## src/rtl/acc_pkg.sv

```systemverilog
// Shared constants and types for the ofmap write-back path.
package acc_pkg;
  localparam int LANES       = 4;
  localparam int DW          = 16;
  localparam int AW          = 13;
  localparam int FIFO_DEPTH  = 8;
  localparam int FRAME_WORDS = 480;
  localparam int STARVE_LIM  = 3;
  localparam int PW = $clog2(FIFO_DEPTH);
  localparam int LW = PW + 1;
  localparam int SW = $clog2(STARVE_LIM + 1);

  typedef logic [DW-1:0] fp16_t;
endpackage

```

## src/rtl/ofmap_wb_arbiter_if.sv

```systemverilog
// Group push and host read handshakes of the write-back arbiter.
interface ofmap_wb_arbiter_if;
  import acc_pkg::*;

  logic                grp_valid;
  logic                grp_ready;
  logic [LANES*DW-1:0] grp_data;
  logic                host_rd_req;
  logic [AW-1:0]       host_rd_addr;
  logic                host_rd_gnt;
  logic                host_rd_vld;
  logic [31:0]         host_rd_data;

  modport master (
    output grp_valid, grp_data,
    output host_rd_req, host_rd_addr,
    input  grp_ready, host_rd_gnt,
    input  host_rd_vld, host_rd_data
  );

  modport slave (
    input  grp_valid, grp_data,
    input  host_rd_req, host_rd_addr,
    output grp_ready, host_rd_gnt,
    output host_rd_vld, host_rd_data
  );
endinterface

```

## src/rtl/ofmap_wb_fifo.sv

```systemverilog
// Word FIFO: LANES words pushed per group, one word popped per cycle.
module ofmap_wb_fifo
  import acc_pkg::*;
(
  input  logic                clk,
  input  logic                rst,
  input  logic                clr,
  input  logic                push,
  input  logic [LANES*DW-1:0] push_data,
  input  logic                pop,
  output fp16_t               head,
  output logic [LW-1:0]       level
);

  fp16_t         mem_q [FIFO_DEPTH];
  fp16_t         mem_d [FIFO_DEPTH];
  logic [PW-1:0] wptr_q, wptr_d;
  logic [PW-1:0] rptr_q, rptr_d;
  logic [LW-1:0] level_q, level_d;

  always_comb begin
    mem_d   = mem_q;
    wptr_d  = wptr_q;
    rptr_d  = rptr_q;
    level_d = level_q;
    if (clr) begin
      wptr_d  = '0;
      rptr_d  = '0;
      level_d = '0;
    end else begin
      if (push) begin
        for (int k = 0; k < LANES; k++)
          mem_d[wptr_q + PW'(k)] = push_data[k*DW +: DW];
        wptr_d = wptr_q + PW'(LANES);
      end
      if (pop)
        rptr_d = rptr_q + 1'b1;
      level_d = level_q
              + (push ? LW'(LANES) : LW'(0))
              - (pop  ? LW'(1)     : LW'(0));
    end
  end

  always_ff @(posedge clk) begin
    if (rst) begin
      mem_q   <= '{default: '0};
      wptr_q  <= '0;
      rptr_q  <= '0;
      level_q <= '0;
    end else begin
      mem_q   <= mem_d;
      wptr_q  <= wptr_d;
      rptr_q  <= rptr_d;
      level_q <= level_d;
    end
  end

  assign head  = mem_q[rptr_q];
  assign level = level_q;

endmodule

```

## src/rtl/ofmap_wb_arbiter.sv

```systemverilog
// Output SRAM write-back scheduler: FIFO drain vs host reads,
// bounded host priority, frame address wrap.
module ofmap_wb_arbiter
  import acc_pkg::*;
(
  input  logic               clk,
  input  logic               rst,
  input  logic               frame_clr,
  ofmap_wb_arbiter_if.slave  bus,
  output logic               sram_en,
  output logic               sram_we,
  output logic [AW-1:0]      sram_addr,
  output logic [31:0]        sram_wdata,
  input  logic [31:0]        sram_rdata,
  output logic [AW-1:0]      wr_addr,
  output logic               frame_done,
  output logic [LW-1:0]      fifo_level
);

  fp16_t         head;
  logic          fifo_empty;
  logic          host_gnt;
  logic          wr_en;
  logic          push;
  logic          at_end;
  logic [SW-1:0] starve_cnt_q, starve_cnt_d;
  logic [AW-1:0] wr_addr_q, wr_addr_d;
  logic          frame_done_q, frame_done_d;
  logic          rd_vld_q, rd_vld_d;
  logic [31:0]   rd_hold_q, rd_hold_d;

  ofmap_wb_fifo u_fifo (
    .clk       (clk),
    .rst       (rst),
    .clr       (frame_clr),
    .push      (push),
    .push_data (bus.grp_data),
    .pop       (wr_en),
    .head      (head),
    .level     (fifo_level)
  );

  // ready is withheld during clr so a dropped group is never handshaken
  assign fifo_empty = (fifo_level == '0);
  assign bus.grp_ready = !rst && !frame_clr
                       && (fifo_level <= LW'(FIFO_DEPTH - LANES));
  assign push = bus.grp_valid && bus.grp_ready;

  assign host_gnt = !rst && bus.host_rd_req
                  && (fifo_empty
                      || starve_cnt_q < SW'(STARVE_LIM));
  assign wr_en = !rst && !frame_clr && !host_gnt && !fifo_empty;
  assign at_end = (wr_addr_q == AW'(FRAME_WORDS - 1));

  always_comb begin
    starve_cnt_d = starve_cnt_q;
    if (frame_clr || wr_en)
      starve_cnt_d = '0;
    else if (host_gnt && fifo_empty)
      starve_cnt_d = '0;
    else if (host_gnt)
      starve_cnt_d = starve_cnt_q + 1'b1;

    wr_addr_d = wr_addr_q;
    if (frame_clr)
      wr_addr_d = '0;
    else if (wr_en)
      wr_addr_d = at_end ? '0 : wr_addr_q + 1'b1;

    frame_done_d = wr_en && at_end;
    rd_vld_d     = host_gnt;
    rd_hold_d    = rd_vld_q ? sram_rdata : rd_hold_q;
  end

  always_ff @(posedge clk) begin
    if (rst) begin
      starve_cnt_q <= '0;
      wr_addr_q    <= '0;
      frame_done_q <= 1'b0;
      rd_vld_q     <= 1'b0;
      rd_hold_q    <= '0;
    end else begin
      starve_cnt_q <= starve_cnt_d;
      wr_addr_q    <= wr_addr_d;
      frame_done_q <= frame_done_d;
      rd_vld_q     <= rd_vld_d;
      rd_hold_q    <= rd_hold_d;
    end
  end

  assign sram_en    = host_gnt || wr_en;
  assign sram_we    = wr_en;
  assign sram_addr  = host_gnt ? bus.host_rd_addr : wr_addr_q;
  assign sram_wdata = {16'h0, head};

  // data follows SRAM output in the vld cycle, then holds
  assign bus.host_rd_gnt  = host_gnt;
  assign bus.host_rd_vld  = rd_vld_q;
  assign bus.host_rd_data = rd_vld_q ? sram_rdata : rd_hold_q;

  assign wr_addr    = wr_addr_q;
  assign frame_done = frame_done_q;

endmodule

```

## src/flat_wrapper.sv

```systemverilog
// flat-port wrapper written by rule: the top's interface ports become plain ports
module ofmap_wb_arbiter_flat import acc_pkg::*;
  (clk, rst, frame_clr, sram_en, sram_we, sram_addr, sram_wdata, sram_rdata, wr_addr, frame_done, fifo_level, bus_grp_valid, bus_grp_data, bus_host_rd_req, bus_host_rd_addr, bus_grp_ready, bus_host_rd_gnt, bus_host_rd_vld, bus_host_rd_data);
  ofmap_wb_arbiter_if bus_i ();
  input  logic clk;
  input  logic rst;
  input  logic frame_clr;
  output logic sram_en;
  output logic sram_we;
  output logic [AW-1:0] sram_addr;
  output logic [31:0] sram_wdata;
  input  logic [31:0] sram_rdata;
  output logic [AW-1:0] wr_addr;
  output logic frame_done;
  output logic [LW-1:0] fifo_level;
  input wire logic [$bits(bus_i.grp_valid)-1:0] bus_grp_valid;
  input wire logic [$bits(bus_i.grp_data)-1:0] bus_grp_data;
  input wire logic [$bits(bus_i.host_rd_req)-1:0] bus_host_rd_req;
  input wire logic [$bits(bus_i.host_rd_addr)-1:0] bus_host_rd_addr;
  output wire logic [$bits(bus_i.grp_ready)-1:0] bus_grp_ready;
  output wire logic [$bits(bus_i.host_rd_gnt)-1:0] bus_host_rd_gnt;
  output wire logic [$bits(bus_i.host_rd_vld)-1:0] bus_host_rd_vld;
  output wire logic [$bits(bus_i.host_rd_data)-1:0] bus_host_rd_data;
  assign bus_i.grp_valid = bus_grp_valid;
  assign bus_i.grp_data = bus_grp_data;
  assign bus_i.host_rd_req = bus_host_rd_req;
  assign bus_i.host_rd_addr = bus_host_rd_addr;
  assign bus_grp_ready = bus_i.grp_ready;
  assign bus_host_rd_gnt = bus_i.host_rd_gnt;
  assign bus_host_rd_vld = bus_i.host_rd_vld;
  assign bus_host_rd_data = bus_i.host_rd_data;
  ofmap_wb_arbiter u_core (.clk(clk), .rst(rst), .frame_clr(frame_clr), .bus(bus_i), .sram_en(sram_en), .sram_we(sram_we), .sram_addr(sram_addr), .sram_wdata(sram_wdata), .sram_rdata(sram_rdata), .wr_addr(wr_addr), .frame_done(frame_done), .fifo_level(fifo_level));
endmodule
```

## config.mk

```make
export PLATFORM = sky130hd
export DESIGN_NAME = ofmap_wb_arbiter_flat
export DESIGN_NICKNAME = d
export VERILOG_FILES = /design/src/rtl/acc_pkg.sv /design/src/rtl/ofmap_wb_arbiter_if.sv /design/src/rtl/ofmap_wb_fifo.sv /design/src/rtl/ofmap_wb_arbiter.sv /design/src/flat_wrapper.sv
export SDC_FILE = /design/constraint.sdc
export NUM_CORES = 1
export LEC_CHECK = 0
export BUFFER_PORTS_ARGS = -buffer_cell sky130_fd_sc_hd__clkbuf_2
export CAP_MARGIN = 20
export CORE_ASPECT_RATIO = 1.1
export CORE_UTILIZATION = 45
export DETAILED_ROUTE_END_ITERATION = 7
export PLACE_DENSITY = 0.71
export SLEW_MARGIN = 10
export SYNTH_ARGS = -nofsm -noshare
export SYNTH_HDL_FRONTEND = slang
export SYNTH_SLANG_ARGS = --single-unit
```

## constraint.sdc

```tcl
create_clock -name clk -period 4.4 [get_ports clk]
set_clock_uncertainty 0.15 [all_clocks]
set_input_delay 0.88 -clock clk [delete_from_list [all_inputs] [get_ports clk]]
set_output_delay 0.88 -clock clk [all_outputs]
set_load 0.005 [all_outputs]
```

==> results of run 1 <==
kinds of logic after synthesis:
kind of cell | count (synthesis) | share of synthesized area (%)
AO/OA/AOI/OAI | 158 | 10.3
buffers and inverters | 89 | 5.20
XOR/XNOR | 6 | 0.647
other | 1 | 0.0461
adder cells (fa/ha/maj) | 7 | 1.17
flip-flops | 185 | 45.6
multiplexers | 94 | 17.4
AND/OR/NAND/NOR | 359 | 19.6
final cells by class:
cell class | count | area share (%)
multi-input cells | 640 | 41.5
flip-flops and latches | 185 | 37.9
repair buffers | 209 | 11.3
clock buffers | 21 | 4.71
well taps | 238 | 3.05
clock inverters | 11 | 1.23
inverters | 8 | 0.307
registers in the layout (all words and copies together) (netlist names):
name                    count
u_core.frame_done           1
u_core.u_fifo.wptr_q        1
u_core.starve_cnt_q         2
u_core.rd_hold_q           32
u_core.u_fifo.level         4
u_core.u_fifo.mem_q       128
u_core.u_fifo.rptr_q        3
u_core.wr_addr             13
u_core.bus.host_rd_vld      1
stage by stage:
step | instance area [sq um] | setup WS (ps) | hold slack, ps
after floorplan | 8190 | 1030 | 283
after global placement | 9200 | 900 | 288
after detailed placement | 9200 | 823 | 293
after CTS | 9780 | 641 | 305
after global routing | 9780 | 513 | 318
final | 9780 | 678 | 300
report_power, final:
group / internal, mW / switching (mW) / total (mW)
logic: 0.140 / 0.164 / 0.303
registers: 1.71 / 0.0183 / 1.73
clock network: 0.866 / 0.639 / 1.50
path summary, 6_finish.rpt:
check	end	cells past startpoint
worst max register to register	u_core.u_fifo.level[2]	7
worst max-delay path	sram_addr[0]	4
worst min-delay path	u_core.u_fifo.mem_q[31]	2
worst min register to register	u_core.u_fifo.mem_q[31]	2
layout by cell type, fill, tap and decap left out, types with 2 or more instances in the layout:
cell        instances
nor4_4              2
mux2_2             61
nand3_1            14
clkbuf_1            2
nand3b_1            2
dfxtp_1           183
clkinvlp_4          3
conb_1             16
nand2_1           264
ha_1                6
or4_1               3
nor4_1              3
nor3_1              4
and2_1             35
inv_1               8
xor2_1              3
buf_4              11
clkbuf_16          17
clkbuf_8            2
nand4_1             7
clkinv_2            4
and4_1              2
buf_12              2
dfxtp_2             2
xnor2_1             3
a41oi_1             4
mux4_2             32
bufinv_16           2
nor2_1             13
clkbuf_2          196
a31oi_1             4
a21oi_1           140
metal layers:
| layer | vias up | GRT usage, % |
|---|---|---|
| li1 | 3361 | - |
| met1 | 3175 | 24.7 |
| met2 | 215 | 36.2 |
| met3 | 17 | 5.43 |
| met4 | 0 | 6.67 |
| met5 | - | 0 |
worst max-delay path: cells and delay by family (launching register included):
family          cells  cell delay, ps
mux                 1             420
simple gates        1             710
buf+inv             1             110
flops               1             370
compound gates      1             660
==> metrics, run 1 <==
Yosys top cell area share=45.6%; synth top area cells=dfxtp_1 (46%), nand2_1 (12%), mux4_2 (8.9%), a21oi_1 (8.6%), mux2_2 (8.5%); Synth cell types=49; # diodes=0; Num CTS Buffers=17; reg2reg setup slack=2020 ps; min-delay src=u_core.u_fifo.mem_q[31]; Die Area=18,600 sq um; PD cells=362 nW/um^2; Routed Antenna Nets=0; Critical Path Sink Type=output port; Port Buffers=197; worst slew pin tran=1100 ps; post-synthesis sequential area ratio=45.6%; Mapped Avg Cell Area=9.04 sq um; worst hold path type=reg2reg; vias in the first global route=6,218; drt pass-1 iters=5; Die W=130 um; total number of H-tree levels=4; first-pass GRT wire length=30.1 mm; worst IR drop on VDD=0.236 mV; I/O pins=214; Fin Setup TNS=0 ps; area of the mapped netlist=8130 sq um; clock latency on the worst-skew pair=420 ps; Max Clk Rate=269 MHz; worst r2r src=u_core.u_fifo.level[1]; CP startpoint kind=flop; Clock transition at path regs=70 ps; share of post-route cells with drive strength above 1=31.9%; vias per inst=5.16; Met3 Wirelength=1.32 mm; outcome=finished clean; average wire per standard cell=14.8 um; count of final max-slew check failures=0; fin cells=1,312; routed vias=6,768; min Tclk post-route=3720 ps; placed cells=1,280; biggest area consumer among synthesized cells=dfxtp_1; Longest Clk Path Bufs=2; Final Hold Viols=0; synthesized flop and latch total=185; FF/Latch Area=3710 sq um; EDFF count, synth=0; Tcrit/Tclk final=84.6%; RSZ-0062 raised after global routing=false; ys async rst share=0%; Post-CTS Repair Setup Buffers=0; WP data required=3370 ps; most frequent cell after synthesis=nand2_1; static leakage=3.83 nW; max_slew headroom=26.4%; Main synth FF type=dfxtp_1; Crit. Startpoint=u_core.u_fifo.level[1]; yosys warns=0; Final Power=3.54 mW; CP max stage delay=710 ps; final net count=1,182; Hold Buf Count CTS=0; DRT met1 WL=8.25 mm; Max Cap Violations=0; Commonest cells post-synth=nand2_1 (264), dfxtp_1 (185), a21oi_1 (140); # DRC=0; RD Place Congestion=0.812; cts repair resizes=0; pin count of the biggest net entering global routing=75; critical path arrival=2690 ps; die span in y=143 um; Layout area overhead=20.3%; dpl hpwl=12.6 mm; WL met2=9.68 mm; row count=51; core area=17,700 sq um; GRT Util Overall=20.8%; final core occ=55.3%; TritonCTS clock tree=yes; initial antenna violation count=0; Finish-stage setup viols=0; Syn Inst Count=899; Overflow after GRT=0; Starting Density=46.0%; Critical Path Fanout Max=15; Multi-input gate area=4060 sq um; filler cell count in the final layout=1,627; top sig layer=met4; final WL=19.5 mm; CP cell instances=or4_1 > a21oi_2 > mux2_2 > clkbuf_2; initial drt markers=423; CTS root buf=clkbuf_16; crit path kind=reg2out; critical path's slowest cell=or4_1; clock sink count=185
Power figures use the tool's default switching activity.
==> run 2: changes to the inputs <==
clock period = 3.6 ns   (was 4.4 ns; I/O delays follow)
==> metrics, run 2 (synthesis results as in run 1) <==
WP data required=2730 ps (-640 ps); row count=51 (unchanged); fin area=9840 sq um (+0.63%); Routed Antenna Nets=0 (unchanged); worst slew pin tran=907 ps (-196 ps); reg2reg setup slack=1220 ps (-800 ps); Critical Path Fanout Max=15 (unchanged); commonest cells after routing, fill and taps aside=nand2_1 (264), clkbuf_2 (196), dfxtp_1 (183); commonest non-fill, non-tap cell in the layout=nand2_1; Tcrit/Tclk final=91.4%; clock sink count=185 (unchanged); TritonCTS clock tree=yes; Max Cap Violations=0 (unchanged); Layout area overhead=21.0%; Max Clk Rate=304 MHz; Die W=130 um (unchanged); CP startpoint kind=flop; Starting Density=46.0% (unchanged); min Tclk post-route=3290 ps; Port Buffers=197 (unchanged); average wire per standard cell=14.9 um (+0.26%); Finish-stage setup viols=0 (unchanged); Overflow after GRT=0 (unchanged); worst IR drop on VDD=0.325 mV (+38%); PD cells=447 nW/um^2 (+23%); RSZ-0062 raised after global routing=false; vias per inst=5.18 (+0.33%); largest register by flop count=u_core.u_fifo.mem_q; Hold Buf Count CTS=0 (unchanged); # diodes=0 (unchanged); filler cell count in the final layout=1,657 (+1.8%); clock latency on the worst-skew pair=420 ps (about the same); Num CTS Buffers=17 (unchanged); dpl hpwl=12.9 mm (+2.2%); Multi-input gate area=4060 sq um (unchanged); pin count of the biggest net entering global routing=79 (+5.3%); max reg flops=128 (unchanged); drt pass-1 iters=4 (-1); DP Area=9240 sq um (+0.44%); crit path kind=reg2out; Final Hold Viols=0 (unchanged); outcome=finished clean; Longest Clk Path Bufs=2 (unchanged); FF/Latch Area=3710 sq um (unchanged); Final Power=4.40 mW (+24%); Die Area=18,600 sq um (unchanged); hold_ws=302 ps (+2.06 ps); Fin Setup TNS=0 ps (unchanged); fin cells=1,314 (+0.15%); I/O pins=214 (unchanged); worst hold path type=reg2reg; Post-CTS Repair Setup Buffers=0 (unchanged); critical path arrival=2420 ps (-270 ps); vias in the first global route=6,275 (+0.92%); static leakage=3.86 nW (+0.76%); first-pass GRT wire length=30.7 mm (+2.1%); share of post-route cells with drive strength above 1=32.1% (+0.13 points); # DRC=0 (unchanged); placed cells=1,282 (+0.16%); RD Place Congestion=0.833 (+2.6%); final WL=19.5 mm (+0.42%); WHS Path Cells=2 (unchanged); core area=17,700 sq um (unchanged); Critical Path Sink Type=output port; total number of H-tree levels=4 (unchanged); GRT Util Overall=21.3% (+0.55 points); final net count=1,184 (+0.17%); count of final max-slew check failures=0 (unchanged); FF-to-FF path depth=9 (+2); Clock transition at path regs=70 ps (about the same); die span in y=143 um (unchanged); cts repair resizes=0 (unchanged); initial drt markers=362 (-14%); CTS root buf=clkbuf_16; max_slew headroom=39.3% (+13 points); initial antenna violation count=1 (+1); routed vias=6,801 (+0.49%)
run 2: worst paths after layout:
check / startpoint / to
hold reg to reg: u_core.u_fifo.mem_q[39] / u_core.u_fifo.mem_q[39]
setup reg to reg: u_core.u_fifo.level[1] / u_core.u_fifo.level[3]
setup / recovery: u_core.u_fifo.level[1] / sram_addr[9]
hold / removal: u_core.u_fifo.mem_q[39] / u_core.u_fifo.mem_q[39]
run 2: worst max-delay path, stage by stage (launching register included):
cell,delay (ps)
dfxtp_1,390
or4_1,720
a21oi_2,190
buf_4,230
mux2_2,360
clkbuf_2,110
run 2: stage by stage:
step	utilization, %	worst slack, ps
final	55.7	309
after floorplan	-	391
after CTS	55.7	302
after global placement	52.3	751
after global routing	55.7	176
after detailed placement	52.3	736
run 2: layout make-up:
class,instances,share of cell area (%)
clock inverters,13,1.72
clock buffers,19,4.40
multi-input cells,640,41.3
well taps,238,3.03
flip-flops and latches,185,37.7
inverters,8,0.305
repair buffers,211,11.6
run 2: per-layer routing:
metal / vias to the layer above / share of wire [%] / track usage (%)
li1: 3362 / - / -
met4: 0 / 1.4 / 7.71
met5: - / 0 / 0
met2: 215 / 49 / 36.5
met3: 21 / 6.6 / 5.32
met1: 3203 / 43 / 25.7
run 2: where the power goes:
group          switching (mW)  total [mW]  leakage (nW)  internal, mW
sequential             0.0225        2.12          1.50          2.10
combinational           0.201       0.374          2.07         0.173
clock                   0.804        1.91         0.292          1.10
